## src/rtl/trig_demux_1_4.sv

```systemverilog
// Trigger distributor: synchronises trig_in, detects its rising edge and routes a
// fixed-width pulse to one of four channels, with re-trigger holdoff and per-channel counters.
module trig_demux_1_4 #(
  parameter int PULSE_W = 4,
  parameter int HOLDOFF = 8,
  parameter int COUNT_W = 16
) (
  input  logic               clk,
  input  logic               rst_n,
  input  logic               trig_in,
  input  logic               s0,
  input  logic               s1,
  input  logic               cnt_clr,
  input  logic [1:0]         cnt_sel,
  output logic               out_a,
  output logic               out_b,
  output logic               out_c,
  output logic               out_d,
  output logic               busy,
  output logic               missed,
  output logic [COUNT_W-1:0] cnt_out
);

  typedef enum logic [1:0] {
    ST_IDLE    = 2'd0,
    ST_PULSE   = 2'd1,
    ST_HOLDOFF = 2'd2
  } state_t;

  localparam logic [7:0]         PULSE_LD    = 8'(PULSE_W - 1);
  localparam logic [7:0]         HOLD_LD     = 8'(HOLDOFF - 1);
  localparam bit                 HAS_HOLDOFF = (HOLDOFF > 0);
  localparam logic [COUNT_W-1:0] CNT_MAX     = '1;
  localparam logic [COUNT_W-1:0] CNT_ONE     = {{(COUNT_W-1){1'b0}}, 1'b1};

  state_t             state_q, state_d;
  logic [7:0]         tmr_q, tmr_d;
  logic [1:0]         sel_q, sel_d;
  logic               sync1_q, sync2_q, sync3_q;
  logic               missed_q, missed_d;
  logic [COUNT_W-1:0] cnt_q [4];
  logic [COUNT_W-1:0] cnt_d [4];
  logic               rise;
  logic               accept;
  logic               pulse_on;

  assign rise   = sync2_q & ~sync3_q;
  assign accept = (state_q == ST_IDLE) && rise;

  always_comb begin
    state_d = state_q;
    tmr_d   = tmr_q;
    sel_d   = sel_q;
    case (state_q)
      ST_IDLE: begin
        if (rise) begin
          sel_d   = {s1, s0};
          state_d = ST_PULSE;
          tmr_d   = PULSE_LD;
        end
      end
      ST_PULSE: begin
        if (tmr_q == 8'd0) begin
          if (HAS_HOLDOFF) begin
            state_d = ST_HOLDOFF;
            tmr_d   = HOLD_LD;
          end else begin
            state_d = ST_IDLE;
          end
        end else begin
          tmr_d = tmr_q - 8'd1;
        end
      end
      ST_HOLDOFF: begin
        if (tmr_q == 8'd0) begin
          state_d = ST_IDLE;
        end else begin
          tmr_d = tmr_q - 8'd1;
        end
      end
      default: state_d = ST_IDLE;
    endcase
  end

  // A clear in the same cycle as an increment or a dropped edge takes priority.
  always_comb begin
    missed_d = cnt_clr ? 1'b0 : (missed_q | (rise & (state_q != ST_IDLE)));
    for (int i = 0; i < 4; i++) begin
      cnt_d[i] = cnt_q[i];
      if (cnt_clr) begin
        cnt_d[i] = '0;
      end else if (accept && ({s1, s0} == 2'(i)) && (cnt_q[i] != CNT_MAX)) begin
        cnt_d[i] = cnt_q[i] + CNT_ONE;
      end
    end
  end

  always_ff @(posedge clk) begin
    if (!rst_n) begin
      state_q  <= ST_IDLE;
      tmr_q    <= 8'd0;
      sel_q    <= 2'd0;
      sync1_q  <= 1'b0;
      sync2_q  <= 1'b0;
      sync3_q  <= 1'b0;
      missed_q <= 1'b0;
      for (int i = 0; i < 4; i++) begin
        cnt_q[i] <= '0;
      end
    end else begin
      state_q  <= state_d;
      tmr_q    <= tmr_d;
      sel_q    <= sel_d;
      sync1_q  <= trig_in;
      sync2_q  <= sync1_q;
      sync3_q  <= sync2_q;
      missed_q <= missed_d;
      for (int i = 0; i < 4; i++) begin
        cnt_q[i] <= cnt_d[i];
      end
    end
  end

  assign pulse_on = (state_q == ST_PULSE);
  assign out_a    = pulse_on && (sel_q == 2'd0);
  assign out_b    = pulse_on && (sel_q == 2'd1);
  assign out_c    = pulse_on && (sel_q == 2'd2);
  assign out_d    = pulse_on && (sel_q == 2'd3);
  assign busy     = (state_q != ST_IDLE);
  assign missed   = missed_q;
  assign cnt_out  = cnt_q[cnt_sel];

endmodule

```

## config.mk

```make
export PLATFORM = sky130hd
export DESIGN_NAME = trig_demux_1_4
export DESIGN_NICKNAME = d
export VERILOG_FILES = /design/src/rtl/trig_demux_1_4.sv
export SDC_FILE = /design/constraint.sdc
export NUM_CORES = 1
export LEC_CHECK = 0
export BUFFER_PORTS_ARGS = -buffer_cell sky130_fd_sc_hd__buf_2
export CAP_MARGIN = 20
export CORE_MARGIN = 1
export CORE_UTILIZATION = 40
export DETAILED_ROUTE_END_ITERATION = 12
export PLACE_DENSITY = 0.55
export SYNTH_ARGS = -nofsm -noshare
export SYNTH_HDL_FRONTEND = slang
export SYNTH_SLANG_ARGS = --single-unit
```

## constraint.sdc

```tcl
create_clock -name clk -period 2.7 [get_ports clk]
set_input_delay 0.54 -clock clk [delete_from_list [all_inputs] [get_ports clk]]
set_output_delay 0.54 -clock clk [all_outputs]
set_load 0.02 [all_outputs]
```

Word-level counts from Yosys, hierarchy flattened:

Memory sizes are Yosys's and may differ from the RTL's.
Index checks and enable logic that the tools add are counted.

* register bits after elaboration: 16
* memory bits (writable): 64
* output and inout port bits: 22
* memories: 1

Memories
* cnt_q: depth 4, width 16, rd ports 5, clocked after memory_dff 0, write ports 4, RTL line 41 `logic [COUNT_W-1:0] cnt_q [4];`

* add/sub/neg operators: 5
* equal/unequal tests: 16
* muxes and demuxes: 22
* bitwise logic cells: 9
* reduce and logical (&&, ||, !) cells: 23

Operators by type and width (number)
* $mux 16: 12
* $add 16x1->16 const B: 4
* $ne 16x16->1 const B: 4
* $mux 8: 3
* $pmux 8 s3: 1
* $logic_and 1x1->1: 13
* $eq 2x2->1 const B: 5
* $logic_not 8->1: 1
* $sub 8x1->8 const B: 1
* $eq 2x1->1 const B: 3
* $logic_not 2->1: 3
* $mux 2: 3
* $ne 2x2->1 const B: 3
* $pmux 2 s3: 1
* $reduce_and 3->1: 2
* $or 1x1->1: 5
* $reduce_bool 3->1: 1
* $and 1x1->1: 2
* $mux 1: 2
* $ne 2x1->1 const B: 1
* $not 1->1: 2
* $reduce_and 2->1: 1
* $reduce_bool 2->1: 1
* $reduce_or 2->1: 1

Depth between registers and ports, before layout:

Gate-level depths: netlist of run 1.

* word-level depth: 8
* depth in mapped cells: 8
* gate-level depth less buffers: 6

Worst setup path after synthesis of run 1:

No wires, ideal clock.

* path kind: input to output
* start: input cnt_sel[0]
* end: output cnt_out[10]
* arrival: 1.917 ns
* setup slack: 0.243 ns
* stages: 3
* path through: buf_2 buf_1 mux4_2

* longest elaborated chain between the ends: 1

Ends and longest elaborated chain
* from (decl): RTL line 14 `input logic [1:0] cnt_sel,`
* $mem_v2 4x16
* to (decl): RTL line 21 `output logic [COUNT_W-1:0] cnt_out`

Every way passes these cells.

==> results of run 1 <==
[cell usage in the layout (no fill, tap or decap), drive strengths merged, types with 3 or more instances in the layout]
cell type and n:
a211oi 3, a21oi 55, a31oi 7, a41o 6, and2 6, and3 10
and4 13, buf 40, clkbuf 11, dfxtp 80, ha 9, inv 12
mux2i 6, mux4 16, nand2 39, nand2b 11, nand3 24, nand4 26
nor2 24, nor2b 3, nor3 8, nor3b 3, nor4 12, o21ai 21
o311ai 6, o31ai 30, o41ai 5, or2 3, or3 13, or4 36
[state kept, by name, summed over array words and instances, names as in the netlist]
signal	flops
cnt_q	64
tmr_q	8
sel_q	2
state_q	2
missed	1
sync1_q	1
sync2_q	1
sync3_q	1
[worst max-delay path: stages, from the launching register on]
cell     delay (ps)
dfxtp_1         310
inv_1            90
ha_1            310
and4b_1         460
nand4_1         350
or4_1           550
a21oi_1         140
[worst min path at each step]
stage	endpoint	slack, ps	depth (start not counted)	start
detailed placement	sync2_q$_SDFF_PN0_	430	1	sync1_q$_SDFF_PN0_
CTS	sync1_q$_SDFF_PN0_	400	2	trig_in
global placement	sync2_q$_SDFF_PN0_	420	1	sync1_q$_SDFF_PN0_
global route	sync1_q$_SDFF_PN0_	400	2	trig_in
finish	sync1_q$_SDFF_PN0_	410	2	trig_in
floorplan	sync2_q$_SDFF_PN0_	410	1	sync1_q$_SDFF_PN0_
[synthesized netlist by cell type (7+ instances only)]
cell / number / area share
nor3_1: 8 / 0.0085
a31oi_1: 7 / 0.0093
inv_1: 12 / 0.0096
or4_1: 36 / 0.057
o31ai_1: 30 / 0.048
nand2_1: 39 / 0.031
and4_1: 13 / 0.024
nand4_1: 26 / 0.035
mux4_2: 16 / 0.077
clkbuf_1: 19 / 0.015
nor2_1: 24 / 0.019
o21ai_0: 18 / 0.019
ha_1: 9 / 0.024
a21oi_1: 55 / 0.058
dfxtp_1: 80 / 0.34
buf_2: 8 / 0.0085
nand2b_1: 11 / 0.015
or3_1: 13 / 0.017
and3_1: 10 / 0.013
nor4_1: 12 / 0.016
nand3_1: 24 / 0.026
[report_power, final]
part	internal (uW)	total (uW)	switching (uW)
Clock	605	1070	470
Combinational	363	913	550
Sequential	1260	1330	76.8
Total	2230	3320	1100
[through the flow]
| step | util | cell area (um2) |
|---|---|---|
| global placement | 0.4394 | 5017 |
| floorplan | - | 4706 |
| CTS | 0.4607 | 5260 |
| detailed placement | 0.4394 | 5017 |
| global route | 0.4607 | 5260 |
| finish | 0.4607 | 5260 |
[kinds of logic (layout without fill, tap and decap cells)]
family                     count (synthesis)  count (layout)  synth area share
and+or+nand+nor                          239             239            0.3015
DFF                                       80              80            0.3403
adders and majority gates                  9               9           0.02393
muxes                                     22              22           0.08934
buffers and inverters                     41              65           0.03483
AOI/OAI and AO/OA                        151             151            0.2101
[routing by layer]
layer  share of wire  wire (um)
met5               0          0
met1            0.46       6218
met4           0.028        381
met3           0.049        653
met2            0.46       6199
[layout make-up]
class	instances	area (um2)
Inverter	12	45.04
Sequential cell	80	1602
Timing Repair Buffer	40	240.2
Clock buffer	11	232.7
Clock inverter	2	10.01
Multi-Input combinational cell	421	2952
Tap cell	143	178.9
Fill cell	1153	6158
==> flow_metrics.env, run 1 <==
export IMPL_grt_usage=0.2281
export IMPL_finalCritPeriodShare=0.8495
export IMPL_placed_cells=696
export IMPL_startpoint_type="flop"
export IMPL_ys_ff_latch=80
export IMPL_ys_flop_type="dfxtp_1"
export IMPL_met1_usage=0.3077
export IMPL_finalHoldViolCount=0
export IMPL_holdWs_ps=411.4
export IMPL_fmax_mhz=436.0
export IMPL_worstPathRequired_ps=2970
export IMPL_busiest_layer="met2"
export IMPL_routed_wl_mm=13.45
export IMPL_firstDrtPassIters=5
export IMPL_die_w_um=110.5
export IMPL_pre_cts_ws_ps=388.1
export IMPL_synthArstFlopShare=0
export IMPL_reg2reg_to="cnt_q[3][8]$_SDFFE_PP0P_"
export IMPL_startpoint="state_q[0]$_SDFFE_PN0P_"
export IMPL_yosysUniqueCellTypes=55
export IMPL_worst_slew_pin_slew_ps=709.8
export IMPL_worstReg2RegStart="state_q[0]$_SDFFE_PN0P_"
export IMPL_rsz0062_at_grt="no"
export IMPL_ys_warn_count=0
export IMPL_ctsResizeCount=0
export IMPL_cts_htree_levels=3
export IMPL_fin_setup_tns_ps=0
export IMPL_avgRoutedWirePerCell_um=18.97
export IMPL_fin_nets=581
export IMPL_drt_initial_drc_count=462
export IMPL_cp_max_fo=10
export IMPL_grt_antenna_before_repair=0
export IMPL_pwr_density_cell_nw_per_um2=631.5
export IMPL_endpoint="cnt_q[3][8]$_SDFFE_PP0P_"
export IMPL_grt_max_degree=48
export IMPL_viasPerCell=6.512
export IMPL_die_y_um=110.5
export IMPL_syn_area_per_cell_um2=8.682
export IMPL_drive_gt1_frac=0.1272
export IMPL_dpl_hpwl_mm=9.920
export IMPL_grt_pass1_vias=4246
export IMPL_period_needed_ps=2294
export IMPL_root_buffer="clkbuf_16"
export IMPL_setup_ws_ps=406.3
export IMPL_clock_skew_ps=7.424
export IMPL_reg2reg_depth=6
export IMPL_final_cells=709
export IMPL_drc=0
export IMPL_io_pins=30
export IMPL_maxCapViolCount=0
export IMPL_diodes=0
export IMPL_clock_path_buffers=2
export IMPL_synth_seq_area_share=0.3403
export IMPL_synth_edff_count=0
export IMPL_synth_cell_area_um2=4706
export IMPL_status="completed"
export IMPL_tritoncts="done"
export IMPL_place_port_buffers=29
export IMPL_ant_nets=0
export IMPL_cts_sinks=80
export IMPL_relSlewSlack=0.5193
export IMPL_design_power_total_uw=3322
export IMPL_critPathKind="reg2reg"
export IMPL_final_max_slew_viol_count=0
export IMPL_core_um2=11420
export IMPL_die_area_um2=12200
export IMPL_start_util=0.4121
export IMPL_clk_pin_slew_ps=60
export IMPL_synth_nets=559
export IMPL_grtUsageMet3=0.03403
export IMPL_endpoint_kind="flop"
export IMPL_cts_setup_buffers=0
export IMPL_total_leakage_power_uw=0.001762
export IMPL_netlist_instances=542
export IMPL_place_congestion=0.8169
export IMPL_area_delta_synth_final_pct=11.78
export IMPL_grt_pass1_wl_mm=22.29
export IMPL_overflow=0
export IMPL_cts_hold_buf=0
export IMPL_r2r_slack_ps=410
export IMPL_numCtsBuffers=9
export IMPL_finalSetupViolations=0
export IMPL_groute_layer_met2_usage=0.3598
export IMPL_clk_latency_ps=340
export IMPL_peakVddDrop_mv=0.6835
export IMPL_hp_class="in2reg"
export IMPL_rows=39
export IMPL_cp_arrival_ps=2570
export IMPL_vias=4617
Note: power is estimated with default switching activity, not from simulation.
==> inputs of run 2 (changes only) <==
Settings changed: PLACE_DENSITY 0.55 to 0.58.
Clock period 2.7 ns to 2 ns, I/O delays scaled along.
==> run 2 against run 1 <==
Wire length is 8.9% higher. Worst hold slack got worse by 150 ps. Critical endpoint is now cnt_q[0][14]$_SDFFE_PP0P_. Sequential share of layout area decreased by 4.1 points. Clock power is 100% higher.
==> flow_metrics.env, run 2 (same netlist as run 1, synthesis figures left out) <==
export IMPL_die_y_um=110.5
export IMPL_fin_setup_tns_ps=0
export IMPL_viasPerCell=6.343
export IMPL_critPathKind="reg2reg"
export IMPL_worst_slew_pin_slew_ps=729.9
export IMPL_avgRoutedWirePerCell_um=18.80
export IMPL_core_um2=11420
export IMPL_die_w_um=110.5
export IMPL_pre_cts_ws_ps=-202.3
export IMPL_drt_initial_drc_count=294
export IMPL_numCtsBuffers=9
export IMPL_clock_path_buffers=2
export IMPL_cts_htree_levels=3
export IMPL_start_util=0.4121
export IMPL_critPathSlowestCell="or4_4"
export IMPL_clk_latency_ps=340
export IMPL_grt_pass1_wl_mm=23.31
export IMPL_overflow=0
export IMPL_cp_max_fo=5
export IMPL_worstReg2RegStart="state_q[1]$_SDFFE_PN0P_"
export IMPL_tritoncts="done"
export IMPL_grt_usage=0.2369
export IMPL_clk_pin_slew_ps=60
export IMPL_maxCapViolCount=0
export IMPL_firstDrtPassIters=5
export IMPL_mostFrequentLayoutCells="dfxtp_1, buf_4, a21oi_1"
export IMPL_fmax_mhz=500.8
export IMPL_largest_reg_flops=64
export IMPL_finalSetupViolations=0
export IMPL_io_pins=30
export IMPL_finalHoldViolCount=0
export IMPL_cp_cell_sequence="inv_2, ha_4, nand4bb_4, or4_4, or4_4, a21oi_2"
export IMPL_setup_ws_ps=3.289
export IMPL_grt_max_degree=26
export IMPL_status="completed"
export IMPL_hp_start="trig_in"
export IMPL_startpoint_type="flop"
export IMPL_reg_top3="cnt_q (64), tmr_q (8)"
export IMPL_grt_pass1_vias=4624
export IMPL_path_common_cell="or4_4"
export IMPL_worstPathRequired_ps=2280
export IMPL_pwr_density_cell_nw_per_um2=919.7
export IMPL_place_port_buffers=29
export IMPL_period_needed_ps=1997
export IMPL_cts_sinks=80
export IMPL_regMostFlops="cnt_q"
export IMPL_diodes=0
export IMPL_final_max_slew_viol_count=0
export IMPL_holdWs_ps=264.8
export IMPL_peakVddDrop_mv=1.084
export IMPL_grt_antenna_before_repair=1
export IMPL_endpoint_kind="flop"
export IMPL_root_buffer="clkbuf_16"
export IMPL_rows=39
export IMPL_routed_wl_mm=14.65
export IMPL_dpl_hpwl_mm=10.60
export IMPL_fin_nets=648
export IMPL_die_area_um2=12200
export IMPL_ant_nets=0
export IMPL_drc=0
export IMPL_hp_class="in2reg"
export IMPL_critPathMaxStageDelay_ps=610
export IMPL_rsz0062_at_grt="yes"
export IMPL_vias=4941
export IMPL_drive_gt1_frac=0.2862
export IMPL_cp_arrival_ps=2270
export IMPL_mostFrequentLayoutCell="dfxtp_1"
export IMPL_place_congestion=0.9031
export IMPL_startpoint="state_q[1]$_SDFFE_PN0P_"
export IMPL_clock_skew_ps=5.239
export IMPL_finalCritPeriodShare=0.9984
export IMPL_total_leakage_power_uw=0.002182
export IMPL_area_delta_synth_final_pct=29.25
export IMPL_relSlewSlack=0.5082
[run 2: cell types whose count changed in the layout (fill, tap and decap cells not counted), moves of 5 or more]
cell       delta
or4_1        -11
buf_4        +65
bufinv_16     +5
a21oi_1       -7
or4_4        +11
a21oi_2       +7
[run 2: worst max-delay path, delay by kind of cell (launching register included)]
kind	cells	cell delay (ps)
AOI/OAI and AO/OA	1	140
buffers and inverters	1	70
DFF	1	320
and+or+nand+nor	3	1220
adders and majority gates	1	180
[run 2: final timing paths]
| kind | endpoint | slack, ps | depth (start not counted) |
|---|---|---|---|
| worst max-delay path | cnt_q[0][14]$_SDFFE_PP0P_ | 3 | 6 |
| worst min-delay path | sync1_q$_SDFF_PN0_ | 260 | 2 |
| worst max register to register | cnt_q[0][14]$_SDFFE_PP0P_ | 3 | 6 |
| worst min register to register | sync2_q$_SDFF_PN0_ | 430 | 1 |
[run 2: stage by stage]
stage / instance area, um2 / power (uW) / cells / util
2_1_floorplan: 4720 / 2757 / 542 / -
3_3_place_gp: 5478 / 3238 / 754 / 0.4797
3_5_place_dp: 5478 / 3282 / 754 / 0.4797
4_1_cts: 5907 / 5454 / 771 / 0.5173
5_1_grt: 6082 / 5885 / 779 / 0.5327
6_report: 6082 / 5594 / 779 / 0.5327
[run 2: repair_timing]
action                     in CTS  in global routing
hold buffers                    0                  0
pin swaps                       3                 16
resized for setup               8                 33
setup buffers                   1                  8
setup endpoints to repair      24                 39
[run 2: layer usage]
layer | track usage | share of wire | vias up | wire, um
li1 | - | - | 2360 | -
met1 | 0.3039 | 0.44 | 2397 | 6509
met2 | 0.3801 | 0.47 | 153 | 6926
met3 | 0.04446 | 0.051 | 29 | 753
met4 | 0.1200 | 0.030 | 2 | 445
met5 | 0 | 0.00089 | - | 13
[run 2: cell type report]
type | instances | area, um2
clock inverter | 6 | 155.1
fill | 1067 | 5336
sequential | 80 | 1604
clock buffer | 10 | 229.0
timing repair buffer | 107 | 765.7
multi-input combinational | 421 | 3104
inverter | 12 | 45.04
tap | 143 | 178.9
[run 2: power by group]
part / switching [uW] / internal [uW]
clock: 684 / 1470
combinational: 867 / 786
sequential: 85.8 / 1700
total: 1640 / 3960
